<file path="config.mk">
export PLATFORM = sky130hd
export DESIGN_NAME = plic_core
export DESIGN_NICKNAME = d
export VERILOG_FILES = /design/src/rtl/plic_core.sv
export SDC_FILE = /design/constraint.sdc
export NUM_CORES = 1
export LEC_CHECK = 0
export ABC_AREA = 1
export CORE_ASPECT_RATIO = 1.5
export CORE_UTILIZATION = 41
export CTS_BUF_LIST = sky130_fd_sc_hd__clkbuf_8
export CTS_CLUSTER_SIZE = 12
export DETAILED_ROUTE_END_ITERATION = 16
export MAX_ROUTING_LAYER = met4
export PLACE_DENSITY = 0.9
export REMOVE_ABC_BUFFERS = 1
export SYNTH_ARGS = -nofsm -noshare
export SYNTH_HDL_FRONTEND = slang
export SYNTH_SLANG_ARGS = --single-unit
</file>
<file path="constraint.sdc">
create_clock -name clk_i -period 3.9 [get_ports clk_i]
set_input_delay 0.975 -clock clk_i [delete_from_list [all_inputs] [get_ports clk_i]]
set_output_delay 0.975 -clock clk_i [all_outputs]
set_load 0.01 [all_outputs]
</file>
<file path="src/rtl/plic_core.sv">
// Three-source platform-level interrupt controller core: level gateways, priority
// arbitration against a threshold, and a claim/complete register interface.
module plic_core #(
   parameter int ADDR_WIDTH = 32,
   parameter int DATA_WIDTH = 32,
   parameter int PRIO_BITS  = 3
) (
   input  logic                  clk_i,
   input  logic                  rst_i,
   input  logic                  aes_interrupt,
   input  logic                  dma_interrupt,
   input  logic                  sd_host_interrupt,
   input  logic [ADDR_WIDTH-1:0] addr,
   input  logic                  wr_en,
   input  logic                  rd_en,
   input  logic [DATA_WIDTH-1:0] wr_data,
   output logic [DATA_WIDTH-1:0] rd_data,
   output logic                  irq_out
);

   logic [3:1][PRIO_BITS-1:0] prio;
   logic [3:1]                enable;
   logic [PRIO_BITS-1:0]      threshold;
   logic [3:1]                pending;
   logic [3:1]                in_flight;

   logic [3:1]                src;
   logic [3:1]                candidates;
   logic [1:0]                best_id;
   logic [PRIO_BITS-1:0]      best_prio;
   logic [11:0]               reg_addr;
   logic                      do_write;
   logic                      do_read;
   logic                      claim;
   logic [3:1]                claim_mask;
   logic [3:1]                complete_mask;
   logic [3:1]                pending_next;
   logic [3:1]                in_flight_next;
   logic [DATA_WIDTH-1:0]     rd_mux;
   logic                      unused_bits;

   assign src         = {sd_host_interrupt, dma_interrupt, aes_interrupt};
   assign reg_addr    = addr[11:0];
   assign do_write    = wr_en;
   assign do_read     = rd_en & ~wr_en;
   assign unused_bits = ^{addr[ADDR_WIDTH-1:12], wr_data[DATA_WIDTH-1:4]};

   // Strict '>' while scanning upward keeps the lowest ID on equal priorities.
   always_comb begin
      best_id   = 2'd0;
      best_prio = '0;
      for (int i = 1; i <= 3; i++) begin
         candidates[i] = pending[i] & enable[i] & (prio[i] != '0);
         if (candidates[i] && (prio[i] > best_prio)) begin
            best_id   = 2'(i);
            best_prio = prio[i];
         end
      end
   end

   assign claim = do_read && (reg_addr == 12'h108) && (best_id != 2'd0);

   // A claim clears pending and also blocks the gateway set in the same cycle.
   always_comb begin
      for (int i = 1; i <= 3; i++) begin
         claim_mask[i]    = claim && (best_id == 2'(i));
         complete_mask[i] = do_write && (reg_addr == 12'h108) && (wr_data[1:0] == 2'(i));
      end
      pending_next   = (pending | (src & ~in_flight)) & ~claim_mask;
      in_flight_next = (in_flight & ~complete_mask) | claim_mask;
   end

   always_comb begin
      rd_mux = '0;
      case (reg_addr)
         12'h004: rd_mux = DATA_WIDTH'(prio[1]);
         12'h008: rd_mux = DATA_WIDTH'(prio[2]);
         12'h00C: rd_mux = DATA_WIDTH'(prio[3]);
         12'h080: rd_mux = DATA_WIDTH'({pending, 1'b0});
         12'h100: rd_mux = DATA_WIDTH'({enable, 1'b0});
         12'h104: rd_mux = DATA_WIDTH'(threshold);
         12'h108: rd_mux = DATA_WIDTH'(best_id);
         default: rd_mux = '0;
      endcase
   end

   always_ff @(posedge clk_i or posedge rst_i) begin
      if (rst_i) begin
         prio      <= '0;
         enable    <= '0;
         threshold <= '0;
         pending   <= '0;
         in_flight <= '0;
         rd_data   <= '0;
         irq_out   <= 1'b0;
      end else begin
         pending   <= pending_next;
         in_flight <= in_flight_next;
         irq_out   <= (best_id != 2'd0) && (best_prio > threshold);
         if (do_read) begin
            rd_data <= rd_mux;
         end
         if (do_write) begin
            case (reg_addr)
               12'h004: prio[1]   <= wr_data[PRIO_BITS-1:0];
               12'h008: prio[2]   <= wr_data[PRIO_BITS-1:0];
               12'h00C: prio[3]   <= wr_data[PRIO_BITS-1:0];
               12'h100: enable    <= wr_data[3:1];
               12'h104: threshold <= wr_data[PRIO_BITS-1:0];
               default: ;
            endcase
         end
      end
   end

endmodule

</file>
# Word-level counts from Yosys, hierarchy flattened
# Index checks and enable logic that the tools add are counted.
dict set report word_totals {
  register_bits 54
  inputBits 71
  out_inout_bits 33
  elab_cells 71
}
dict set report op_classes {
  n_lt_le_gt_ge 4
  eq_ne 13
  n_mux 7
  bitwise 16
  reduce_logical 22
}
# operator n
set ops {}
lappend ops {{equality test 12 x 9 -> 1 bit (second input constant)} 3}
lappend ops {{case mux 4 bit (7 select lines)} 1}
lappend ops {{equality test 12 x 4 -> 1 bit (second input constant)} 2}
lappend ops {{logical AND 1 bit} 13}
lappend ops {{equality test 12 x 3 -> 1 bit (second input constant)} 1}
lappend ops {{equality test 12 x 8 -> 1 bit (second input constant)} 1}
lappend ops {{AND reduction 2 bit} 5}
lappend ops {{AND 3 bit} 3}
lappend ops {{> comparator 3 bit} 3}
lappend ops {{2-to-1 mux 3 bit} 3}
lappend ops {{NOT 3 bit} 3}
lappend ops {{nonzero test 3 bit} 3}
lappend ops {{equality test 2 bit (second input constant)} 4}
lappend ops {{AND 1 bit} 7}
lappend ops {{bitwise OR 3 bit} 2}
lappend ops {{equality test 2 x 1 -> 1 bit (second input constant)} 2}
lappend ops {{2-to-1 mux 2 bit} 2}
lappend ops {{> comparator 3 x 1 -> 1 bit (second input constant)} 1}
lappend ops {{nonzero test 2 bit} 1}
lappend ops {{2-to-1 mux 1 bit} 1}
lappend ops {{NOT 1 bit} 1}

# Longest topological paths before layout
# Gate-level depths: netlist of run 1.
dict set report logic_depth {
  word_depth 15
  depth_mapped 23
}

# Worst setup path after synthesis of run 1
# Ideal clock, no wire load.
dict set report synth_timing {
  path_kind {reg2reg}
  from {reg prio[2] (netlist name)}
  to {reg irq_out}
  setup_time_ns 0.120
  arrival_ns 3.041
  slack_ns 0.739
  path_stages_with_launch 22
  path_buffers 0
  path_cell_list {dfrtp_1 -> inv_1 -> a31oi_4 -> nand2_1 -> ha_1 -> nand3_1 -> nand2_1 -> nor2_1 -> nand2_2 -> nand2_1 -> o21ai_1 -> ha_1 -> a21oi_1 -> o21ai_0 -> nand2_1 -> inv_1 -> o21ai_0 -> ha_1 -> a21oi_1 -> o21ai_0 -> o211ai_1 -> inv_1}
}
dict set report synth_via {
  elab_chain_len 12
}
# element line_no
set synth_rtl {}
lappend synth_rtl {{start, declared} 21} ;# logic [3:1][PRIO_BITS-1:0] prio;
lappend synth_rtl {{branches (longest 11 deep; another with > comparator 3 x 1 -> 1 bit)} --}
lappend synth_rtl {{logical AND 1 bit (*)} 99} ;# irq_out <= (best_id != 2'd0) && (best_prio > threshold);
lappend synth_rtl {{end signal, assigned} 99}
lappend synth_rtl {{end, declared} 18} ;# output logic irq_out
# Every way passes the cells marked *.
# A chain may end at the register's enable or synchronous reset.

# Worst setup path in the final report of run 1
dict set report layout_timing {
  from {reg pending[1] (netlist name)}
  to {reg irq_out}
}
dict set report layout_via {
  elab_chain_len 12
}
# element line_no
set layout_rtl {}
lappend layout_rtl {{start, declared} 24} ;# logic [3:1] pending;
lappend layout_rtl {{start signal, assigned} 97} ;# pending <= pending_next;
lappend layout_rtl {{AND 1 bit (*) (2 in a row)} 53} ;# candidates[i] = pending[i] & enable[i] & (prio[i] != '0);
lappend layout_rtl {{logical AND 1 bit (*)} 54} ;# if (candidates[i] && (prio[i] > best_prio)) begin
lappend layout_rtl {{2-to-1 mux 3 bit} 54}
lappend layout_rtl {{> comparator 3 bit} 54}
lappend layout_rtl {{logical AND 1 bit} 54}
lappend layout_rtl {{2-to-1 mux 3 bit} 54}
lappend layout_rtl {{> comparator 3 bit} 54}
lappend layout_rtl {{logical AND 1 bit} 54}
lappend layout_rtl {{2-to-1 mux 3 bit or 2-to-1 mux 2 bit (tied branches)} 54}
lappend layout_rtl {{> comparator 3 bit or nonzero test 2 bit (tied branches)} 99}
lappend layout_rtl {{logical AND 1 bit (*)} 99}
# Every way passes the cells marked *; elsewhere a longest branch is shown, timed or not.

==> results.tsv, run 1 <==
stage	metric	value	unit
clock_network	cts_root_buf	sky130_fd_sc_hd__clkbuf_8	
synth	netlist_area	0.00195	mm^2
floorplanning	core_region_area	0.00454	mm^2
drt	via_per_inst	4.86	
place	place_area	0.00218	mm^2
worst_setup_path	critPathMostFrequentCell	sky130_fd_sc_hd__nand2_1	
drt	initialDrtViolationCount	57	
run	cap_viol_max_count	0	
floorplanning	initial_core_util	0.429	
drt	count_of_unresolved_drc_violations_after_routing	0	
global_routing	initial_antenna_violation_count	0	
global_routing	grt_max_degree	27	
sta	slew_headroom	0.359	
worst_setup_path	slowest_stage	sky130_fd_sc_hd__dfrtp_1	
drt	route.detailed.wl_per_inst	11.6	um
drt	wl	4210	um
worst_setup_path	crit_fanout	8	
power_and_ir_drop	power.static_leakage	1.10	nW
drt	wl_met3	147	um
sta	tightest_slew	0.960	ns
synth	yosys-top-cells-area	sky130_fd_sc_hd__dfrtp_1 (33%), sky130_fd_sc_hd__nand2_1 (13%), sky130_fd_sc_hd__buf_4 (11%)	
sta	setup_repair_after_global_routing_missed_its_margin	false	
finish	combined_area_of_the_multi_input_logic_cells	0.00107	mm^2
sta	final_min_period_over_clock_period	0.909	
place	dp.final_hpwl	3400	um
sta	timing_max_transition_violations_final	0	
clock_network	clock_sink_count	26	
worst_setup_path	timing.critical_path.slowest_cell_delay	0.41	ns
worst_setup_path	worst_ep_required_time	4.06	ns
finish	layout_cell_share_with_drive_strength_beyond_1	0.0736	
place	gp_routability_congestion	0.948	
clock_network	cts-buffers-inserted	3	
clock_network	htree_num_levels	1	
clock_network	cts_tree	yes	
sta	finalSetupTns	0	ns
global_routing	global_route.usage.total	0.181	
sta	timing.fmax	0.282	GHz
worst_setup_path	timing_worst_setup_path_type	flop to flop	
finish	fillCellCount	410	
clock_network	path_clk_slew	0.09	ns
finish	mostFrequentLayoutCell	sky130_fd_sc_hd__nand2_1	
worst_setup_path	critPathLaunchType	flop	
floorplanning	rows	30	
synth	synthDominantCellAreaShare	0.334	
synth	synthDominantAreaCellType	sky130_fd_sc_hd__dfrtp_1	
drt	routedLengthMet1	1640	um
floorplanning	chipHeight	86.4	um
floorplanning	dieWidth	58.3	um
synth	post_synthesis_average_cell_area	7.21	um^2
finish	most-common-layout-cells	sky130_fd_sc_hd__nand2_1 (67), sky130_fd_sc_hd__inv_1 (30), sky130_fd_sc_hd__conb_1 (28), sky130_fd_sc_hd__clkdlybuf4s50_1 (27), sky130_fd_sc_hd__dfrtp_1 (26)	
clock_network	buffers_inserted_by_post_cts_timing_repair	0	
sta	period_minus_slack	3.55	ns
outcome	run_status	finished, final reports clean	
synth	ys_seq_elements	26	
worst_setup_path	critical_path_cell_sequence	nand2_1, a31oi_4, nand2_1, ha_1, nand2_1, o21ai_1, nand2_2, o21ai_1, ha_1, nand3_1, nand2_1, nor2_1, nand2_1, inv_1, nand2_1, o21ai_1, ha_1, a21oi_1, o21ai_0, o211ai_1, inv_1	
finish	design_area	0.00226	mm^2
clock_network	clock_path_buffers	2	
floorplanning	design.portCount	104	
finish	ff_latch_area	651	um^2
drt	ant_nets	0	
sta	finalSetupViolCount	0	
worst_setup_path	cp-end-kind	flop	
place	dpl.cell_count	359	
floorplanning	die-area	0.00503	mm^2
sta	worst_clock_skew	0.00759	ns
global_routing	first_global_vias	1603	
clock_network	clkLatencyLatePin	0.28	ns
finish	area_growth	16.0	%
synth	netlist_instances	270	
synth	share_of_the_yosys_chip_area_belonging_to_registers	0.334	
worst_setup_path	cp_delay_by_family_top	compound AO/OA/AOI/OAI gates	
sta	finalHoldViolations	0	
worst_setup_path	path_buf_inv	2	
worst_hold_path	hold_class	flop to flop	
drt	route.top_layer_used	met4	
global_routing	grt_first_pass_wirelength	6820	um
finish	diodes	0	
finish	fin_cells	363	
power_and_ir_drop	power	556	uW
worst_setup_path	critPathArrivalTime	3.71	ns
synth	number_of_distinct_library_cells_after_synthesis	25	
finish	num-nets-final	380	
power_and_ir_drop	worst_ir_drop_vdd	0.000130	V
place	buffer_ports.inserted	27	
drt	met2_length	2220	um
power_and_ir_drop	cellPowerDensity	246	mW/mm^2
drt	drt-pass1-iter-count	4	
drt	total_via_count_after_detailed_routing	1763	
global_routing	global_route.overflow_total	0	
synth	ys.warnings.count	0	
==> sequential cells by signal, summed over array words and instances, names as in the netlist <==
signal     flops
enable         3
in_flight      3
irq_out        1
pending        3
prio           9
rd_data        4
threshold      3
==> cells by family after synthesis <==
kind of cell	synth area share
flops	0.334
other cells	0.00193
compound gates	0.112
buf+inv	0.172
simple gates	0.321
fa+ha+maj	0.0578
==> cell usage after synthesis, drive strengths merged <==
cell    number
a21oi        8
buf         30
a21o         1
ha           9
nor2        30
o21bai       1
dfrtp       26
o211ai       1
a31oi        1
inv         30
nor3         5
nand4        2
nand3       27
o21ai       27
conb         1
nand2       70
nand3b       1
==> stage by stage <==
stage                     setup WS (ns)  utilization  hold WS [ns]
after CTS                         0.363        0.496         0.493
after global placement            0.461        0.481         0.464
after detailed placement          0.408        0.481         0.469
after floorplan                   0.739            -         0.453
final                             0.354        0.497         0.487
after global routing             0.0242        0.497         0.518
==> area by class of cell <==
| type | instances | area share |
|---|---|---|
| clock inverter | 1 | 0.0133 |
| tap | 64 | 0.0355 |
| clock buffer | 3 | 0.0183 |
| multi-input combinational | 211 | 0.472 |
| sequential | 26 | 0.288 |
| inverter | 30 | 0.0499 |
| timing repair buffer | 28 | 0.123 |
==> per-layer routing <==
layer  GRT usage  up-vias
li1            -      872
met1       0.192      807
met2       0.321       68
met3      0.0149       16
met4       0.106        0
met5           -        -
==> worst register-to-register path, delay by kind of cell, from the launching register on <==
| family | cells | cell delay, ns |
|---|---|---|
| compound gates | 7 | 1.10 |
| fa+ha+maj | 3 | 0.88 |
| buf+inv | 2 | 0.19 |
| flops | 1 | 0.41 |
| simple gates | 9 | 0.86 |
==> path summary, 6_finish.rpt <==
check	end	depth (start not counted)	startpoint	slack [ns]
min in group asynchronous	in_flight[1]	2	rst_i	1.21
min	rd_data[0]	2	rd_data[0]	0.49
min reg2reg	rd_data[0]	2	rd_data[0]	0.49
max	irq_out	21	pending[1]	0.35
max in group asynchronous	threshold[1]	2	rst_i	2.10
max reg2reg	irq_out	21	pending[1]	0.35
==> power by group <==
| part | switching, mW | internal, mW | total [mW] |
|---|---|---|---|
| Sequential | 0.00112 | 0.270 | 0.271 |
| Combinational | 0.0391 | 0.0246 | 0.0637 |
| Clock | 0.0837 | 0.137 | 0.221 |
| Total | 0.124 | 0.432 | 0.556 |
==> repair_timing <==
action / CTS / global route
endpoints found under the setup margin: 0 / 1
hold buffers: 0 / 0
gates resized for setup: 0 / 2
(Power assumes the default switching activity.)
==> run 2, diff against run 1 <==
--- a/config.mk
+++ b/config.mk
@@ -7,6 +7,7 @@
 export LEC_CHECK = 0
 export ABC_AREA = 1
 export CORE_ASPECT_RATIO = 1.5
+export CORE_MARGIN = 2
 export CORE_UTILIZATION = 41
 export CTS_BUF_LIST = sky130_fd_sc_hd__clkbuf_8
 export CTS_CLUSTER_SIZE = 12
==> results.tsv, run 2 (same netlist as run 1, synthesis figures left out) <==
stage	metric	value	unit
floorplanning	rows	30	
finish	mostFrequentLayoutCell	sky130_fd_sc_hd__nand2_1	
finish	fillCellCount	433	
worst_setup_path	cp-end-kind	flop	
worst_setup_path	critPathLaunchType	flop	
place	buffer_ports.inserted	27	
worst_setup_path	worst_ep_required_time	4.08	ns
sta	setup_repair_after_global_routing_missed_its_margin	false	
global_routing	grt_max_degree	27	
finish	final_standard_cell_utilization_of_the_core	0.496	
floorplanning	dieWidth	60.3	um
global_routing	global_route.usage.total	0.182	
drt	total_via_count_after_detailed_routing	1790	
sta	finalHoldViolations	0	
finish	num-nets-final	379	
global_routing	first_global_vias	1635	
sta	tightest_slew	0.994	ns
finish	reg.largest.list	prio: 9 flops, rd_data: 4 flops	
worst_setup_path	timing_worst_setup_path_type	flop to flop	
power_and_ir_drop	cellPowerDensity	251	mW/mm^2
drt	drt-pass1-iter-count	4	
sta	final_min_period_over_clock_period	0.937	
floorplanning	design.portCount	104	
global_routing	initial_antenna_violation_count	0	
place	gp_routability_congestion	0.918	
clock_network	holdBufCountCts	0	
clock_network	htree_num_levels	1	
clock_network	cts-buffers-inserted	3	
sta	timing_max_transition_violations_final	0	
global_routing	global_route.overflow_total	0	
finish	fin_cells	362	
finish	largest_register_ffs	9	
global_routing	grt_first_pass_wirelength	7070	um
place	dpl.cell_count	358	
drt	route.detailed.wl_per_inst	12.3	um
outcome	run_status	finished, final reports clean	
place	dp.final_hpwl	3510	um
clock_network	clock_path_buffers	2	
run	cap_viol_max_count	0	
power_and_ir_drop	power.static_leakage	1.09	nW
finish	max_flop_register	prio	
floorplanning	initial_core_util	0.429	
drt	ant_nets	0	
finish	most-common-layout-cells	sky130_fd_sc_hd__nand2_1 (66), sky130_fd_sc_hd__inv_1 (29), sky130_fd_sc_hd__conb_1 (28), sky130_fd_sc_hd__clkdlybuf4s50_1 (27), sky130_fd_sc_hd__dfrtp_1 (26)	
sta	finalSetupViolCount	0	
clock_network	buffers_inserted_by_post_cts_timing_repair	0	
finish	area_growth	15.7	%
clock_network	clock_sink_count	26	
sta	period_minus_slack	3.66	ns
drt	wl	4450	um
finish	combined_area_of_the_multi_input_logic_cells	0.00107	mm^2
drt	count_of_unresolved_drc_violations_after_routing	0	
finish	diodes	0	
worst_setup_path	critPathArrivalTime	3.83	ns
sta	worst_clock_skew	0.00535	ns
clock_network	clkLatencyLatePin	0.28	ns
finish	ff_latch_area	651	um^2
sta	slew_headroom	0.336	
clock_network	cts_root_buf	sky130_fd_sc_hd__clkbuf_8	
drt	initialDrtViolationCount	55	
worst_setup_path	crit_fanout	8	
floorplanning	chipHeight	88.4	um
clock_network	cts_tree	yes	
worst_hold_path	hold_class	flop to flop	
sta	timing.fmax	0.274	GHz
finish	layout_cell_share_with_drive_strength_beyond_1	0.0772	
power_and_ir_drop	worst_ir_drop_vdd	0.000106	V
sta	finalSetupTns	0	ns
clock_network	path_clk_slew	0.10	ns
floorplanning	core_region_area	0.00454	mm^2
drt	via_per_inst	4.94	
floorplanning	die-area	0.00533	mm^2
==> run 2: cell types whose count changed in the layout (fill, tap and decap cells not counted) <==
cell,change
sky130_fd_sc_hd__inv_2,+1
sky130_fd_sc_hd__o21ai_1,-1
sky130_fd_sc_hd__buf_4,-1
sky130_fd_sc_hd__o21ai_0,+1
sky130_fd_sc_hd__inv_1,-1
sky130_fd_sc_hd__nand2_2,+1
sky130_fd_sc_hd__nand2_1,-1
==> run 2: per-stage QoR <==
step	worst slack, ns	hold WS (ns)	instance area (um^2)	power, mW
global route	0.0158	0.519	2250	0.579
finish	0.245	0.490	2250	0.566
global placement	0.325	0.465	2180	0.339
floorplan	0.739	0.453	1830	0.308
CTS	0.206	0.497	2250	0.561
detailed placement	0.219	0.473	2180	0.341
==> run 2: what timing repair did <==
| item | in CTS | in global routing |
|---|---|---|
| gates resized for setup | 0 | 3 |
| endpoints found under the hold margin | 0 | 0 |
| setup endpoints to repair | 0 | 1 |
==> run 2: final timing paths <==
check / from / to / slack, ns / cells past startpoint
setup / recovery: pending[1] / irq_out / 0.24 / 21
hold / removal: rd_data[1] / rd_data[1] / 0.49 / 2
setup reg to reg: pending[1] / irq_out / 0.24 / 21
hold reg to reg: rd_data[1] / rd_data[1] / 0.49 / 2
max in group asynchronous: rst_i / prio[0] / 2.08 / 2
min in group asynchronous: rst_i / pending[1] / 1.22 / 2
==> run 2: cell type report <==
type | count | share of cell area
clock buffers | 3 | 0.0183
repair buffers | 27 | 0.120
clock inverters | 1 | 0.0133
well taps | 64 | 0.0355
flip-flops and latches | 26 | 0.289
multi-input cells | 211 | 0.474
inverters | 30 | 0.0500
==> run 2: critical path, stage by stage, from the launching register on <==
cell                       delay [ns]
sky130_fd_sc_hd__dfrtp_1         0.44
sky130_fd_sc_hd__nand2_1         0.13
sky130_fd_sc_hd__a31oi_4         0.22
sky130_fd_sc_hd__nand2_1         0.11
sky130_fd_sc_hd__ha_1            0.32
sky130_fd_sc_hd__nand3_1         0.09
sky130_fd_sc_hd__nand2_1         0.05
sky130_fd_sc_hd__nor2_1          0.16
sky130_fd_sc_hd__nand2_2         0.14
sky130_fd_sc_hd__nand2_1         0.13
sky130_fd_sc_hd__o21ai_2         0.08
sky130_fd_sc_hd__ha_1            0.31
sky130_fd_sc_hd__nand2_1         0.05
sky130_fd_sc_hd__o21ai_0         0.21
sky130_fd_sc_hd__nand2_2         0.17
sky130_fd_sc_hd__inv_2           0.12
sky130_fd_sc_hd__o21ai_0         0.10
sky130_fd_sc_hd__ha_1            0.31
sky130_fd_sc_hd__a21oi_1         0.14
sky130_fd_sc_hd__o21ai_0         0.09
sky130_fd_sc_hd__o211ai_1        0.12
sky130_fd_sc_hd__inv_1           0.06
==> run 2: report_power, final <==
group,leakage [nW],internal (mW),switching [mW]
registers,0.348,0.270,0.00129
clock network,0.0357,0.138,0.0927
logic,0.710,0.0246,0.0396
total,1.09,0.433,0.134
==> run 2: routing by layer <==
layer  GRT usage  share of wire  wire length [um]  up-vias
li1            -              -                 -      871
met3      0.0219          0.058               260       23
met1       0.188           0.37              1630      818
met4       0.107          0.047               210        0
met2       0.320           0.53              2350       78
met5           -              0                 0        -
